**config.mk**
```make
export PLATFORM = sky130hd
export DESIGN_NAME = dmem_arbiter
export DESIGN_NICKNAME = d
export VERILOG_FILES = /design/src/rtl/dmem_arbiter.sv
export SDC_FILE = /design/constraint.sdc
export NUM_CORES = 1
export LEC_CHECK = 0
export ABC_AREA = 1
export CORE_MARGIN = 8
export CORE_UTILIZATION = 43
export CTS_CLUSTER_DIAMETER = 80
export DETAILED_ROUTE_END_ITERATION = 10
export GPL_ROUTABILITY_DRIVEN = 0
export PLACE_DENSITY_LB_ADDON = 0.25
export SYNTH_ARGS = -nofsm -noshare
export SYNTH_HDL_FRONTEND = slang
export SYNTH_SLANG_ARGS = --single-unit
```
**constraint.sdc**
```tcl
create_clock -name clk -period 1.75 [get_ports clk]
set_input_delay 0.175 -clock clk [delete_from_list [all_inputs] [get_ports clk]]
set_output_delay 0.175 -clock clk [all_outputs]
set_load 0.005 [all_outputs]
```
**src/rtl/dmem_arbiter.sv**
```systemverilog
// -----------------------------------------------------------------------------
// dmem_arbiter
// Shares one single-port data memory between the core's load/store path (CPU)
// and an external loader/debug master (EXT). The CPU has fixed priority. A
// starvation counter forces an EXT grant after MAX_WAIT consecutive CPU grants
// that were made while EXT was waiting. Each access runs through the sequence
// IDLE -> ISSUE -> (WAIT x RD_LAT -> DONE for reads) -> IDLE.
//
// Ports
//   clk, reset            rising-edge clock, asynchronous active-low reset
//   cpu_req/we/addr/wdata CPU access request (held while cpu_stall=1)
//   cpu_stall             combinational hold for the single-cycle core
//   cpu_rdata/cpu_rvalid  CPU load data and its one-cycle completion pulse
//   ext_req/we/addr/wdata EXT access request (held until ext_gnt)
//   ext_gnt               one-cycle pulse in the EXT issue cycle
//   ext_rdata/ext_rvalid  EXT read data and its one-cycle completion pulse
//   mem_en/we/addr/wdata  registered memory strobe and command
//   mem_rdata             memory read data, valid RD_LAT edges after issue
//   busy                  1 whenever the FSM is outside IDLE
//   owner                 0=CPU, 1=EXT for the current/last transaction
// -----------------------------------------------------------------------------
module dmem_arbiter #(
    parameter int ADDR_W   = 32,
    parameter int DATA_W   = 32,
    parameter int RD_LAT   = 1,
    parameter int MAX_WAIT = 4
) (
    input  logic              clk,
    input  logic              reset,
    input  logic              cpu_req,
    input  logic              cpu_we,
    input  logic [ADDR_W-1:0] cpu_addr,
    input  logic [DATA_W-1:0] cpu_wdata,
    output logic              cpu_stall,
    output logic [DATA_W-1:0] cpu_rdata,
    output logic              cpu_rvalid,
    input  logic              ext_req,
    input  logic              ext_we,
    input  logic [ADDR_W-1:0] ext_addr,
    input  logic [DATA_W-1:0] ext_wdata,
    output logic              ext_gnt,
    output logic [DATA_W-1:0] ext_rdata,
    output logic              ext_rvalid,
    output logic              mem_en,
    output logic              mem_we,
    output logic [ADDR_W-1:0] mem_addr,
    output logic [DATA_W-1:0] mem_wdata,
    input  logic [DATA_W-1:0] mem_rdata,
    output logic              busy,
    output logic              owner
);

    typedef enum logic [1:0] {
        ST_IDLE  = 2'd0,
        ST_ISSUE = 2'd1,
        ST_WAIT  = 2'd2,
        ST_DONE  = 2'd3
    } state_t;

    localparam logic [2:0] RD_LAT_C   = 3'(RD_LAT);
    localparam logic [3:0] MAX_WAIT_C = 4'(MAX_WAIT);
    localparam logic       OWN_CPU    = 1'b0;
    localparam logic       OWN_EXT    = 1'b1;

    state_t              state_r, state_s;
    logic [3:0]          count_r, count_s;
    logic [2:0]          wait_r, wait_s;
    logic                owner_r, owner_s;
    logic                mem_en_r, mem_en_s;
    logic                mem_we_r, mem_we_s;
    logic [ADDR_W-1:0]   mem_addr_r, mem_addr_s;
    logic [DATA_W-1:0]   mem_wdata_r, mem_wdata_s;
    logic [DATA_W-1:0]   cpu_rdata_r, cpu_rdata_s;
    logic                cpu_rvalid_r, cpu_rvalid_s;
    logic [DATA_W-1:0]   ext_rdata_r, ext_rdata_s;
    logic                ext_rvalid_r, ext_rvalid_s;
    logic                ext_gnt_r, ext_gnt_s;
    logic                busy_r, busy_s;
    logic                ext_forced_s;

    // Next-state and next-output computation; every output is registered from these values.
    always_comb begin
        state_s      = state_r;
        count_s      = count_r;
        wait_s       = wait_r;
        owner_s      = owner_r;
        mem_en_s     = 1'b0;
        mem_we_s     = mem_we_r;
        mem_addr_s   = mem_addr_r;
        mem_wdata_s  = mem_wdata_r;
        cpu_rdata_s  = cpu_rdata_r;
        cpu_rvalid_s = 1'b0;
        ext_rdata_s  = ext_rdata_r;
        ext_rvalid_s = 1'b0;
        ext_gnt_s    = 1'b0;
        ext_forced_s = ext_req & (count_r == MAX_WAIT_C);

        case (state_r)
            ST_IDLE: begin
                if (cpu_req && !ext_forced_s) begin
                    owner_s     = OWN_CPU;
                    mem_en_s    = 1'b1;
                    mem_we_s    = cpu_we;
                    mem_addr_s  = cpu_addr;
                    mem_wdata_s = cpu_wdata;
                    state_s     = ST_ISSUE;
                    // Only CPU grants that overtake a waiting EXT count towards starvation.
                    if (ext_req && (count_r != 4'hF)) begin
                        count_s = count_r + 4'd1;
                    end else begin
                        count_s = count_r;
                    end
                end else if (ext_req) begin
                    owner_s     = OWN_EXT;
                    mem_en_s    = 1'b1;
                    mem_we_s    = ext_we;
                    mem_addr_s  = ext_addr;
                    mem_wdata_s = ext_wdata;
                    ext_gnt_s   = 1'b1;
                    count_s     = 4'd0;
                    state_s     = ST_ISSUE;
                end else begin
                    state_s = ST_IDLE;
                end
            end
            ST_ISSUE: begin
                if (mem_we_r) begin
                    state_s = ST_IDLE;
                end else begin
                    wait_s  = RD_LAT_C;
                    state_s = ST_WAIT;
                end
            end
            ST_WAIT: begin
                // Capture on the last WAIT edge, when the memory data has arrived.
                if (wait_r <= 3'd1) begin
                    state_s = ST_DONE;
                    if (owner_r == OWN_EXT) begin
                        ext_rdata_s  = mem_rdata;
                        ext_rvalid_s = 1'b1;
                    end else begin
                        cpu_rdata_s  = mem_rdata;
                        cpu_rvalid_s = 1'b1;
                    end
                end else begin
                    wait_s = wait_r - 3'd1;
                end
            end
            ST_DONE: begin
                state_s = ST_IDLE;
            end
            default: begin
                state_s = ST_IDLE;
            end
        endcase

        busy_s = (state_s != ST_IDLE);
    end

    // State and registered-output storage with asynchronous clear.
    always_ff @(posedge clk or negedge reset) begin
        if (!reset) begin
            state_r      <= ST_IDLE;
            count_r      <= 4'd0;
            wait_r       <= 3'd0;
            owner_r      <= 1'b0;
            mem_en_r     <= 1'b0;
            mem_we_r     <= 1'b0;
            mem_addr_r   <= '0;
            mem_wdata_r  <= '0;
            cpu_rdata_r  <= '0;
            cpu_rvalid_r <= 1'b0;
            ext_rdata_r  <= '0;
            ext_rvalid_r <= 1'b0;
            ext_gnt_r    <= 1'b0;
            busy_r       <= 1'b0;
        end else begin
            state_r      <= state_s;
            count_r      <= count_s;
            wait_r       <= wait_s;
            owner_r      <= owner_s;
            mem_en_r     <= mem_en_s;
            mem_we_r     <= mem_we_s;
            mem_addr_r   <= mem_addr_s;
            mem_wdata_r  <= mem_wdata_s;
            cpu_rdata_r  <= cpu_rdata_s;
            cpu_rvalid_r <= cpu_rvalid_s;
            ext_rdata_r  <= ext_rdata_s;
            ext_rvalid_r <= ext_rvalid_s;
            ext_gnt_r    <= ext_gnt_s;
            busy_r       <= busy_s;
        end
    end

    // The core may advance in the cycle its store issues or its load completes;
    // the FSM leaves that state on the same edge, so the access never repeats.
    assign cpu_stall = cpu_req &
                       ~(((state_r == ST_ISSUE) & (owner_r == OWN_CPU) & mem_we_r) |
                         ((state_r == ST_DONE)  & (owner_r == OWN_CPU)));

    assign mem_en     = mem_en_r;
    assign mem_we     = mem_we_r;
    assign mem_addr   = mem_addr_r;
    assign mem_wdata  = mem_wdata_r;
    assign cpu_rdata  = cpu_rdata_r;
    assign cpu_rvalid = cpu_rvalid_r;
    assign ext_rdata  = ext_rdata_r;
    assign ext_rvalid = ext_rvalid_r;
    assign ext_gnt    = ext_gnt_r;
    assign busy       = busy_r;
    assign owner      = owner_r;

endmodule

```
* Word-level counts from Yosys, hierarchy flattened
Index checks and enable logic that the tools add are counted.
Operators by class: reductions and logical operators 12, mux-type cells 30, $add $sub $neg 2, bitwise logic cells 8, $lt $le $gt $ge 1, equal/unequal tests 8
Operators with widths (number):
- $mux 32 | 4
- $mux 1 | 17
- $mux 4 | 3
- $reduce_and 3->1 | 4
- $pmux 2 s4 | 1
- $mux 3 | 2
- $pmux 3 s2 | 1
- $reduce_bool 2->1 | 3
- $and 1x1->1 | 5
- $add 4x1->4 const B | 1
- $eq 2x2->1 const B | 2
- $eq 4x3->1 const B | 1
- $mux 2 | 2
- $ne 2x2->1 const B | 2
- $ne 4x4->1 const B | 1
- $le 3x1->1 const B | 1
- $sub 3x1->3 const B | 1
- $eq 2x1->1 const B | 1
- $logic_and 1x1->1 | 2
- $logic_not 2->1 | 1
- $ne 2x1->1 const B | 1
- $not 1->1 | 2
- $reduce_and 2->1 | 1
- $logic_not 1->1 | 1
- $or 1x1->1 | 1
Word-level totals: flip-flop bits (word level) 144, output and inout port bits 136, input port bits 166, word-level logic and storage cells 75

* Logic depth before layout (Yosys ltp)
Gate-level depths: netlist (run 1).
word-level depth 7, mapped depth 11, gate-level depth less buffers 9

* Least setup slack after synthesis (run 1)
Ideal clock, no wire load.
path type reg2reg, start point reg count_r[0], end point reg mem_wdata_r[10], in the netlist mem_wdata[10], data required time 1.632 ns, data arrival time 1.282 ns, period minus slack after synthesis 1.400 ns, slack 0.350 ns, cell stages (with the launch flop) 10, cells stage by stage dfrtp_1 inv_1 ha_1 nand2_1 inv_1 nand2_2 clkbuf_1 nand3_1 nand3_1 nand2_1
On the way: longest elaborated chain between the ends 6, elaborated cells on any way between the ends 7, those cells by class eq/ne: 1; mux: 1; bitwise: 1; reduce/logical: 4
RTL lines:
- start, declared | line 66 | logic [3:0] count_r, count_s;
- start signal, assigned | line 179 | count_r <= count_s;
- $eq 4x3->1 (*) | line 96 | ext_forced_s = ext_req & (count_r == MAX_WAIT_C);
- $and 1x1->1 (*) | line 96
- $logic_not 1->1 (*) | line 100 | if (cpu_req && !ext_forced_s) begin
- $logic_and 1x1->1 (*) | line 100
- $reduce_bool 2->1 (no source line)
- $reduce_and 2->1 (no source line)
- end signal, assigned | line 185 | mem_wdata_r <= mem_wdata_s;
- end, declared | line 72 | logic [DATA_W-1:0] mem_wdata_r, mem_wdata_s;
Every way passes the cells marked *; elsewhere a longest branch is shown, timed or not. A chain may end at the register's enable or synchronous reset.

* Worst setup path in the final report (run 1)
start point reg mem_we_r, in the netlist mem_we, end point out cpu_stall
On the way: longest elaborated chain between the ends 4
RTL lines:
- start, declared | line 70 | logic mem_we_r, mem_we_s;
- start signal, assigned | line 183 | mem_we_r <= mem_we_s;
- $and 1x1->1 | line 198 | ~(((state_r == ST_ISSUE) & (owner_r == OWN_CPU) & mem_we_r) |
- $or 1x1->1 | line 198
- $not 1->1 | line 198
- $and 1x1->1 | line 197 | assign cpu_stall = cpu_req &
- end, declared | line 34 | output logic cpu_stall,
No other way between the ends.

==> results of run 1 <==
==> power groups by stage <==
| stage | clock network [W] | logic (W) | registers, W |
|---|---|---|---|
| floorplan | 0 | 0.00352 | 0.00598 |
| detailed placement | 0 | 0.00844 | 0.00593 |
| global route | 0.00377 | 0.00923 | 0.00611 |
| global placement | 0 | 0.00830 | 0.00591 |
| CTS | 0.00360 | 0.00848 | 0.00592 |
| finish | 0.00355 | 0.00837 | 0.00593 |
==> metal layers <==
metal / part of all wire (%) / GRT usage [%]
met5: 0.034 / 0
met4: 1.7 / 6.73
met3: 8.9 / 7.71
met2: 49 / 37.1
met1: 40 / 26.0
==> flip-flops by register name (all words and copies together) (netlist names), 2 cells and up <==
signal / cells
ext_rdata: 32
state_r: 2
count_r: 4
cpu_rdata: 32
mem_wdata: 32
mem_addr: 32
wait_r: 3
==> stage by stage <==
stage	hold slack, ns	setup WS (ns)	util (%)	area, um2	cells
6_report	0.196	0.155	67.0	11000	1457
3_3_place_gp	0.137	0.143	63.3	10400	1423
2_1_floorplan	-0.121	0.350	-	7150	940
4_1_cts	0.157	0.0927	66.8	11000	1456
3_5_place_dp	0.132	0.133	63.3	10400	1423
5_1_grt	0.252	0.0138	67.0	11000	1457
==> worst paths after layout <==
| check | depth (start not counted) | end | slack (ns) | from |
|---|---|---|---|---|
| worst max-delay path | 4 | cpu_stall | 0.16 | mem_we |
| worst min-delay path | 4 | mem_we | 0.20 | cpu_req |
| worst max register to register | 9 | mem_addr[27] | 0.18 | count_r[1] |
| worst min register to register | 2 | ext_rdata[14] | 0.47 | ext_rdata[14] |
| max in group asynchronous | 3 | cpu_rdata[22] | 0.89 | reset |
| min in group asynchronous | 2 | cpu_rdata[4] | 0.26 | reset |
==> cells in the mapped netlist (3+ instances only) <==
library cell | number | area (um2)
sky130_fd_sc_hd__clkbuf_1 | 12 | 45.0
sky130_fd_sc_hd__ha_1 | 4 | 50.1
sky130_fd_sc_hd__nand2_1 | 351 | 1320
sky130_fd_sc_hd__inv_1 | 147 | 552
sky130_fd_sc_hd__buf_4 | 12 | 90.1
sky130_fd_sc_hd__nand4_1 | 66 | 413
sky130_fd_sc_hd__buf_1 | 10 | 37.5
sky130_fd_sc_hd__inv_2 | 3 | 11.3
sky130_fd_sc_hd__buf_2 | 20 | 100
sky130_fd_sc_hd__nand2_2 | 3 | 18.8
sky130_fd_sc_hd__nand3_1 | 145 | 726
sky130_fd_sc_hd__dfrtp_1 | 144 | 3600
sky130_fd_sc_hd__nor2_1 | 4 | 15.0
sky130_fd_sc_hd__buf_6 | 9 | 101
==> logic make-up (layout without fill, tap and decap cells) <==
| logic type | after synthesis | after routing | synth area share, % |
|---|---|---|---|
| buf+inv | 215 | 512 | 13.2 |
| compound gates | 2 | 2 | 0.157 |
| flops | 144 | 144 | 50.4 |
| fa+ha+maj | 4 | 4 | 0.700 |
| xor+xnor | 1 | 1 | 0.122 |
| simple gates | 574 | 574 | 35.4 |
==> final cells by class <==
type                       instances  area share [%]
clock inverter                    13            1.25
multi-input combinational        581            23.7
sequential                       144            32.8
clock buffer                      19            3.94
tap                              220            2.50
timing repair buffer             328            30.6
inverter                         152            5.19
==> worst max-delay path: stages, from the launching register on <==
cell and delay, ns:
sky130_fd_sc_hd__dfrtp_1 0.41, sky130_fd_sc_hd__inv_1 0.09, sky130_fd_sc_hd__nand2_1 0.05, sky130_fd_sc_hd__a31oi_1 0.16
sky130_fd_sc_hd__dlygate4sd2_1 0.31
==> what timing repair did <==
| action | 4_1_cts | 5_1_grt |
|---|---|---|
| hold endpoints to repair | 39 | 0 |
| cloned | 0 | 1 |
| gates resized for setup | 1 | 2 |
| endpoints found under the setup margin | 1 | 30 |
| hold buffers | 1 | 0 |
==> metrics.yaml, run 1 <==
synth:
  synth-edff-count: 0
  synth.yosys.seq_area_share_pct: 50.4
  dominantRegCellSynth: "sky130_fd_sc_hd__dfrtp_1"
  postSynthNetCount: 1110
  mappedNetlistArea_um2: 7150
  syn_inst: 940
  ys_async_sr_fraction_pct: 100
  synth.distinct_cells: 21
  ys_seq_elements: 144
  synth.yosys.warnings: 0
  postSynthAreaPerCell_um2: 7.61
grt:
  grt_antenna_before_repair: 1
  grt_pass1_vias: 7099
  grt_overflow_total: 0
  grt_pass1_wl_um: 37700
  grt.total_usage_pct: 22.0
  grt_max_degree: 65
timing:
  total_neg_setup_slack_ns: 0
  final_hold_viol_count: 0
  post-route-period-util_pct: 91.1
  fmaxAchievable_mhz: 627
  final-setup-viol-count: 0
  post_layout_minimum_cycle_time_ns: 1.59
  timing_worst_slew_pin_value_ns: 0.559
  rsz0062_at_grt: "false"
  relSlewSlack_pct: 62.8
  worst_clock_skew_ns: 0.0110
  maxSlewViolCount: 0
placed_design:
  numPortBuffers: 301
  hpwl_um: 16900
power_and_ir_drop:
  power.sequential.fraction_pct: 33.2
  worst_voltage_drop_across_the_vdd_grid_uv: 821
  p_sw_share_pct: 36.2
  powerDensity_nw_per_um2: 1620
  comb_power_share_pct: 46.9
  switchingPower_w: 0.00645
  clkPwrFrac_pct: 19.9
  p_int_w: 0.0114
  p_leak_nw: 5.73
  total_power_w: 0.0178
routing:
  num_vias: 7076
  wl_per_cell_um: 16.2
  first_pass_iters: 5
  detail_route.wirelength_um: 23600
  dr.first_iter.drc_count: 411
  drt_drc_violations_left: 0
  avgViaCountPerCell: 4.86
  drtAntennaViolNets: 0
critical_path:
  worst-path-max-fanout: 3
  worst-endpoint-required_ns: 1.57
  critical_path_class: "flop to output pin"
  critPathLaunchType: "flop"
  timing.critical_path.arrival_ns: 1.42
  worst_setup_end_kind: "output pin"
finish:
  finish.net_count: 1394
  final_common_cell: "sky130_fd_sc_hd__nand2_1"
  layout.filler_cells: 1362
  syn2layout_area_growth_pct: 53.8
  layout_common_cells: "sky130_fd_sc_hd__nand2_1 (351), sky130_fd_sc_hd__clkdlybuf4s50_1 (298), sky130_fd_sc_hd__inv_1 (147), sky130_fd_sc_hd__nand3_1 (145), sky130_fd_sc_hd__dfrtp_1 (143)"
  antennaDiodeCount: 0
  multi_input_gate_area_in_the_final_layout_um2: 2610
  ff_latch_area_um2: 3600
  drive_above_1_share_pct: 5.66
cts:
  cts.sink_count: 144
  source_to_sink_clock_delay_at_the_later_pin_of_the_worst_skew_pair_ns: 0.42
  cts_inserted_buffers: 17
  post-cts-setup-buffers: 0
  clk_pin_slew_ns: 0.06
  htree_levels: 4
  cts.path.max_buffers: 2
  tritoncts_clock_tree: "done"
  ctsRootBufferMaster: "sky130_fd_sc_hd__clkbuf_16"
floorplanning:
  dieArea_um2: 21000
  fp.dieH_um: 145
  initial_core_util_pct: 43.6
  fp-row-count: 47
  design.core.area_um2: 16400
  num_io_pins: 302
  die_width_um: 145
flow_run:
  drv_cap: 0
run_status:
  outcome: "finished clean"
min_path:
  min-delay-path-class: "primary input to flop"
Power figures use the tool's default switching activity.
==> run 2, diff against run 1 <==
- CORE_MARGIN: 8 -> 2
- HOLD_SLACK_MARGIN: default -> 0.06
==> run 2 against run 1 <==
Against the previous run:
- non-clock buffer count is the same
- worst setup slack got worse by 0.030 ns
- clock skew shrank 0.0038 ns
- clock power up 6.2%
- final area is 0.44% higher
- via count hardly changed
- critical path type unchanged
- critical endpoint unchanged
- highest routed layer is now met4
==> metrics.yaml, run 2 (synthesis results as in run 1) <==
power_and_ir_drop:
  worst_voltage_drop_across_the_vdd_grid_uv: 783  # -4.7%
  p_int_w: 0.0117  # +2.6%
  power.sequential.fraction_pct: 32.9  # -0.3 points
  switchingPower_w: 0.00631  # -2.3%
  powerDensity_nw_per_um2: 1630  # +0.37%
  clkPwrFrac_pct: 21.0  # +1.1 points
  comb_power_share_pct: 46.1  # -0.8 points
  p_sw_share_pct: 35.0  # -1.1 points
  p_leak_nw: 5.76  # +0.44%
run_status:
  outcome: "finished clean"
critical_path:
  regToRegSetupSlack_ns: 0.18  # about the same
  worst_setup_end_kind: "output pin"
  r2r-end: "mem_addr[28]"
  cp.buffers_inverters: 2  # unchanged
  worst-path-max-fanout: 3  # unchanged
  critical_path_class: "flop to output pin"
  timing.critical_path.arrival_ns: 1.45  # +0.03 ns
  worst_path_dominant_cell_family: "buffers and inverters"
  slowest_delay_ns: 0.38  # -0.03 ns
  r2r.worst_path.cells: 10  # +1
  worst_r2r_startpoint: "count_r[1]"
  cp_cell_sequence: "clkinv_1, a31oi_1, dlygate4sd2_1"
  worst-endpoint-required_ns: 1.57  # about the same
  critical_path.slowest_cell: "sky130_fd_sc_hd__dfrtp_1"
  critPathLaunchType: "flop"
min_path:
  timing.hold.worst_path_depth: 4  # unchanged
  hold_path_end: "mem_wdata[0]"
  hold_start: "cpu_req"
  min-delay-path-class: "primary input to flop"
routing:
  detail_route.wirelength_um: 21500  # -8.8%
  drt_drc_violations_left: 0  # unchanged
  first_pass_iters: 5  # unchanged
  drtAntennaViolNets: 0  # unchanged
  avgViaCountPerCell: 4.86  # about the same
  num_vias: 7080  # +0.057%
  dr.first_iter.drc_count: 389  # -5.4%
  wl_per_cell_um: 14.7  # -8.8%
finish:
  syn2layout_area_growth_pct: 54.5
  layout_common_cells: "sky130_fd_sc_hd__nand2_1 (351), sky130_fd_sc_hd__clkdlybuf4s50_1 (298), sky130_fd_sc_hd__inv_1 (147), sky130_fd_sc_hd__nand3_1 (145), sky130_fd_sc_hd__dfrtp_1 (144)"
  antennaDiodeCount: 0  # unchanged
  drive_above_1_share_pct: 5.74  # +0.081 points
  layout.cells.non_filler: 1457  # unchanged
  final_common_cell: "sky130_fd_sc_hd__nand2_1"
  finish.net_count: 1394  # unchanged
timing:
  worst_clock_skew_ns: 0.00720  # -0.00377 ns
  total_neg_setup_slack_ns: 0  # unchanged
  post_layout_minimum_cycle_time_ns: 1.62  # +0.0300 ns
  post-route-period-util_pct: 92.8  # +1.7 points
  final-setup-viol-count: 0  # unchanged
  relSlewSlack_pct: 74.2  # +11 points
  maxSlewViolCount: 0  # unchanged
  timing_worst_slew_pin_value_ns: 0.387  # -0.171 ns
  final_hold_viol_count: 0  # unchanged
  rsz0062_at_grt: "false"
  fmaxAchievable_mhz: 615  # -1.8%
placed_design:
  hpwl_um: 15000  # -11%
  numPortBuffers: 301  # unchanged
  place.detailed.instances: 1423  # unchanged
cts:
  cts.sink_count: 144  # unchanged
  ctsRootBufferMaster: "sky130_fd_sc_hd__clkbuf_16"
  source_to_sink_clock_delay_at_the_later_pin_of_the_worst_skew_pair_ns: 0.42  # about the same
  cts.path.max_buffers: 2  # unchanged
  clk_pin_slew_ns: 0.06  # about the same
  tritoncts_clock_tree: "done"
  cts_inserted_buffers: 17  # unchanged
  htree_levels: 4  # unchanged
  post-cts-setup-buffers: 0  # unchanged
floorplanning:
  fp.dieH_um: 133  # -8.3%
  initial_core_util_pct: 43.6  # unchanged
  fp-row-count: 47  # unchanged
  die_width_um: 133  # -8.3%
  dieArea_um2: 17700  # -16%
  num_io_pins: 302  # unchanged
  design.core.area_um2: 16400  # unchanged
grt:
  grt_overflow_total: 0  # unchanged
  grt_pass1_wl_um: 33900  # -10%
  grt.total_usage_pct: 24.3  # +2.2 points
  grt_antenna_before_repair: 0  # -1
  grt_max_degree: 66  # +1.5%
  grt_pass1_vias: 6786  # -4.4%
flow_run:
  drv_cap: 0  # unchanged
## run 2: cell types whose count changed in the layout (fill, tap and decap cells not counted)
cell                        previous run  this run
sky130_fd_sc_hd__clkbuf_8              0         3
sky130_fd_sc_hd__clkbuf_1              2         0
sky130_fd_sc_hd__bufinv_16             2         3
sky130_fd_sc_hd__clkinv_2              4         3
sky130_fd_sc_hd__clkinv_4              2         1
sky130_fd_sc_hd__dfrtp_1             143       144
sky130_fd_sc_hd__dfrtp_2               1         0
## run 2: worst max-delay path by stage
stage	from	end	slack, ns	cells past startpoint
after floorplan	count_r[0]	mem_wdata[10]	0.35	9
after global routing	owner	cpu_stall	0.03	3
after global placement	ext_req	mem_addr[6]	0.17	7
final	owner	cpu_stall	0.13	3
after detailed placement	ext_req	mem_wdata[29]	0.11	7
after CTS	owner	cpu_stall	0.08	3
## run 2: per-stage QoR
stage / hold WS [ns] / utilization (%) / worst slack, ns / area, um2 / total power, W
final: 0.202 / 67.3 / 0.125 / 11000 / 0.0180
after global routing: 0.206 / 67.3 / 0.0279 / 11000 / 0.0192
after CTS: 0.180 / 67.2 / 0.0828 / 11000 / 0.0181
after detailed placement: 0.0828 / 63.3 / 0.112 / 10400 / 0.0143
after global placement: 0.0811 / 63.3 / 0.169 / 10400 / 0.0141
after floorplan: -0.121 / - / 0.350 / 7150 / 0.00950
## run 2: power groups by stage
stage	Clock (W)	Sequential, W	Combinational, W
after CTS	0.00383	0.00592	0.00837
after global routing	0.00400	0.00611	0.00912
after global placement	0	0.00590	0.00818
final	0.00377	0.00592	0.00830
after detailed placement	0	0.00591	0.00834
after floorplan	0	0.00598	0.00352
## run 2: worst register-to-register path, cell delays in order (launching register included)
cell	delay (ns)
sky130_fd_sc_hd__dfrtp_1	0.41
sky130_fd_sc_hd__inv_1	0.07
sky130_fd_sc_hd__ha_1	0.14
sky130_fd_sc_hd__nand2_1	0.05
sky130_fd_sc_hd__inv_1	0.07
sky130_fd_sc_hd__nand2_2	0.12
sky130_fd_sc_hd__nand2_4	0.15
sky130_fd_sc_hd__buf_12	0.21
sky130_fd_sc_hd__nand2_1	0.12
sky130_fd_sc_hd__nand3_1	0.08
sky130_fd_sc_hd__nand2_1	0.05
## run 2: area by class of cell
type | count | area (um2)
Clock inverter | 12 | 154
Multi-Input combinational cell | 581 | 2610
Inverter | 152 | 571
Sequential cell | 144 | 3600
Timing Repair Buffer | 328 | 3370
Tap cell | 220 | 275
Fill cell | 1372 | 5360
Clock buffer | 20 | 467
## run 2: what timing repair did
action                     in CTS  in global routing
setup endpoints to repair       1                  1
hold endpoints to repair      144                  0
gates cloned                    0                  1
resized for setup               1                  1
hold buffers                    1                  0
## run 2: routing by layer
layer	share of wire [%]	global-route usage, %	vias up
li1	-	-	3499
met1	40	29.7	3270
met2	49	41.2	275
met3	8.2	6.59	36
met4	2.4	8.84	0
met5	0	0	-
==> run 3, diff against run 2 <==
- CTS_BUF_LIST: default -> sky130_fd_sc_hd__clkbuf_16
- SKIP_CTS_REPAIR_TIMING: default -> 1
==> run 3 against run 2 <==
Against the previous run:
- cell count unchanged
- first-iteration DRC count down 3.3%
- sequential cell count unchanged
- maximum frequency up 3.9%
- worst setup slack better by 0.061 ns
==> metrics.yaml, run 3 (synthesis results as in run 1) <==
cts:
  ctsRootBufferMaster: "sky130_fd_sc_hd__clkbuf_16"
  cts_inserted_buffers: 17  # unchanged
  clk_pin_slew_ns: 0.06  # about the same
  source_to_sink_clock_delay_at_the_later_pin_of_the_worst_skew_pair_ns: 0.42  # about the same
  htree_levels: 4  # unchanged
  tritoncts_clock_tree: "done"
  cts.sink_count: 144  # unchanged
  cts.path.max_buffers: 2  # unchanged
routing:
  drtAntennaViolNets: 0  # unchanged
  dr.first_iter.drc_count: 376  # -3.3%
  wl_per_cell_um: 14.7  # -0.45%
  num_vias: 7061  # -0.27%
  drt_drc_violations_left: 0  # unchanged
  detail_route.wirelength_um: 21400  # -0.45%
  first_pass_iters: 4  # -1
  avgViaCountPerCell: 4.85  # -0.27%
timing:
  final-setup-viol-count: 0  # unchanged
  maxSlewViolCount: 0  # unchanged
  timing_worst_slew_pin_value_ns: 0.390  # +0.00256 ns
  fmaxAchievable_mhz: 639  # +3.9%
  final_hold_viol_count: 0  # unchanged
  relSlewSlack_pct: 74.0  # -0.17 points
  worst_clock_skew_ns: 0.00713  # -0.0000683 ns
  post_layout_minimum_cycle_time_ns: 1.56  # -0.0610 ns
  post-route-period-util_pct: 89.4  # -3.5 points
  rsz0062_at_grt: "false"
floorplanning:
  num_io_pins: 302  # unchanged
  initial_core_util_pct: 43.6  # unchanged
  die_width_um: 133  # unchanged
  fp-row-count: 47  # unchanged
  design.core.area_um2: 16400  # unchanged
  fp.dieH_um: 133  # unchanged
  dieArea_um2: 17700  # unchanged
finish:
  drive_above_1_share_pct: 5.58  # -0.16 points
  finish.net_count: 1394  # unchanged
  layout_common_cells: "sky130_fd_sc_hd__nand2_1 (351), sky130_fd_sc_hd__clkdlybuf4s50_1 (298), sky130_fd_sc_hd__inv_1 (147), sky130_fd_sc_hd__nand3_1 (145), sky130_fd_sc_hd__dfrtp_1 (144)"
  syn2layout_area_growth_pct: 54.1
  antennaDiodeCount: 0  # unchanged
  layout.filler_cells: 1379  # +0.51%
  layout.cells.non_filler: 1457  # unchanged
  final_common_cell: "sky130_fd_sc_hd__nand2_1"
critical_path:
  critPathLaunchType: "flop"
  worst-endpoint-required_ns: 2.06  # +0.49 ns
  worst-path-max-fanout: 37  # +34
  timing.critical_path.arrival_ns: 1.88  # +0.43 ns
  critical_path_class: "flop to flop"
  worst_setup_end_kind: "flop"
grt:
  grt_antenna_before_repair: 0  # unchanged
  grt_overflow_total: 0  # unchanged
  grt_pass1_vias: 6776  # -0.15%
  grt_pass1_wl_um: 33800  # -0.10%
  grt.total_usage_pct: 24.3  # -0.025 points
  grt_max_degree: 66  # unchanged
flow_run:
  drv_cap: 0  # unchanged
power_and_ir_drop:
  powerDensity_nw_per_um2: 1620  # -0.59%
  worst_voltage_drop_across_the_vdd_grid_uv: 786  # +0.32%
  total_power_w: 0.0178  # -0.83%
  p_leak_nw: 5.75  # -0.11%
placed_design:
  hpwl_um: 15000  # unchanged
  numPortBuffers: 301  # unchanged
  place.detailed.instances: 1423  # unchanged
run_status:
  outcome: "finished clean"
min_path:
  min-delay-path-class: "primary input to flop"
==> run 3: path summary, 6_finish.rpt <==
kind	slack (ns)	end	cells past startpoint	start
hold reg to reg	0.47	ext_rdata[1]	2	ext_rdata[1]
max in group asynchronous	0.88	mem_wdata[2]	3	reset
setup / recovery	0.19	mem_addr[28]	10	count_r[1]
min in group asynchronous	0.21	ext_rdata[4]	2	reset
hold / removal	0.20	mem_wdata[0]	4	cpu_req
setup reg to reg	0.19	mem_addr[28]	10	count_r[1]
==> run 3: where the power goes <==
part | switching, W | total (W) | internal (W)
registers | 0.000951 | 0.00592 | 0.00497
clock network | 0.00141 | 0.00364 | 0.00223
logic | 0.00392 | 0.00829 | 0.00436
total | 0.00629 | 0.0178 | 0.0116
==> run 3: layout make-up <==
| class | count | area [um2] | area share (%) |
|---|---|---|---|
| clock buffers | 17 | 425 | 3.86 |
| flip-flops and latches | 144 | 3600 | 32.7 |
| clock inverters | 15 | 165 | 1.50 |
| multi-input cells | 581 | 2610 | 23.7 |
| repair buffers | 328 | 3370 | 30.6 |
| well taps | 220 | 275 | 2.50 |
| inverters | 152 | 571 | 5.18 |
==> run 3: per-layer routing <==
| metal | GRT usage [%] | wire, um | part of all wire (%) | vias to the layer above |
|---|---|---|---|---|
| li1 | - | - | - | 3495 |
| met4 | 8.84 | 515 | 2.4 | 0 |
| met3 | 6.63 | 1670 | 7.8 | 34 |
| met2 | 41.1 | 10500 | 49 | 261 |
| met5 | 0 | 0 | 0 | - |
| met1 | 29.7 | 8670 | 41 | 3271 |
==> run 3: metrics by stage <==
step                setup slack, ns  hold WS, ns  utilization [%]  cell area [um2]  TNS, ns
CTS                          -0.200       -0.365             66.9            11000   -0.200
global placement              0.169       0.0811             63.3            10400        0
detailed placement            0.112       0.0828             63.3            10400        0
global route                 0.0441        0.206             67.2            11000        0
floorplan                     0.350       -0.121                -             7150        0
finish                        0.186        0.204             67.2            11000        0
==> run 3: worst max-delay path, cell delays in order (launching register included) <==
cell	delay [ns]
sky130_fd_sc_hd__dfrtp_1	0.42
sky130_fd_sc_hd__inv_1	0.07
sky130_fd_sc_hd__ha_1	0.14
sky130_fd_sc_hd__nand2_1	0.05
sky130_fd_sc_hd__inv_1	0.07
sky130_fd_sc_hd__nand2_2	0.12
sky130_fd_sc_hd__nand2_4	0.15
sky130_fd_sc_hd__buf_12	0.21
sky130_fd_sc_hd__nand2_1	0.10
sky130_fd_sc_hd__nand3_1	0.08
sky130_fd_sc_hd__nand2_1	0.05
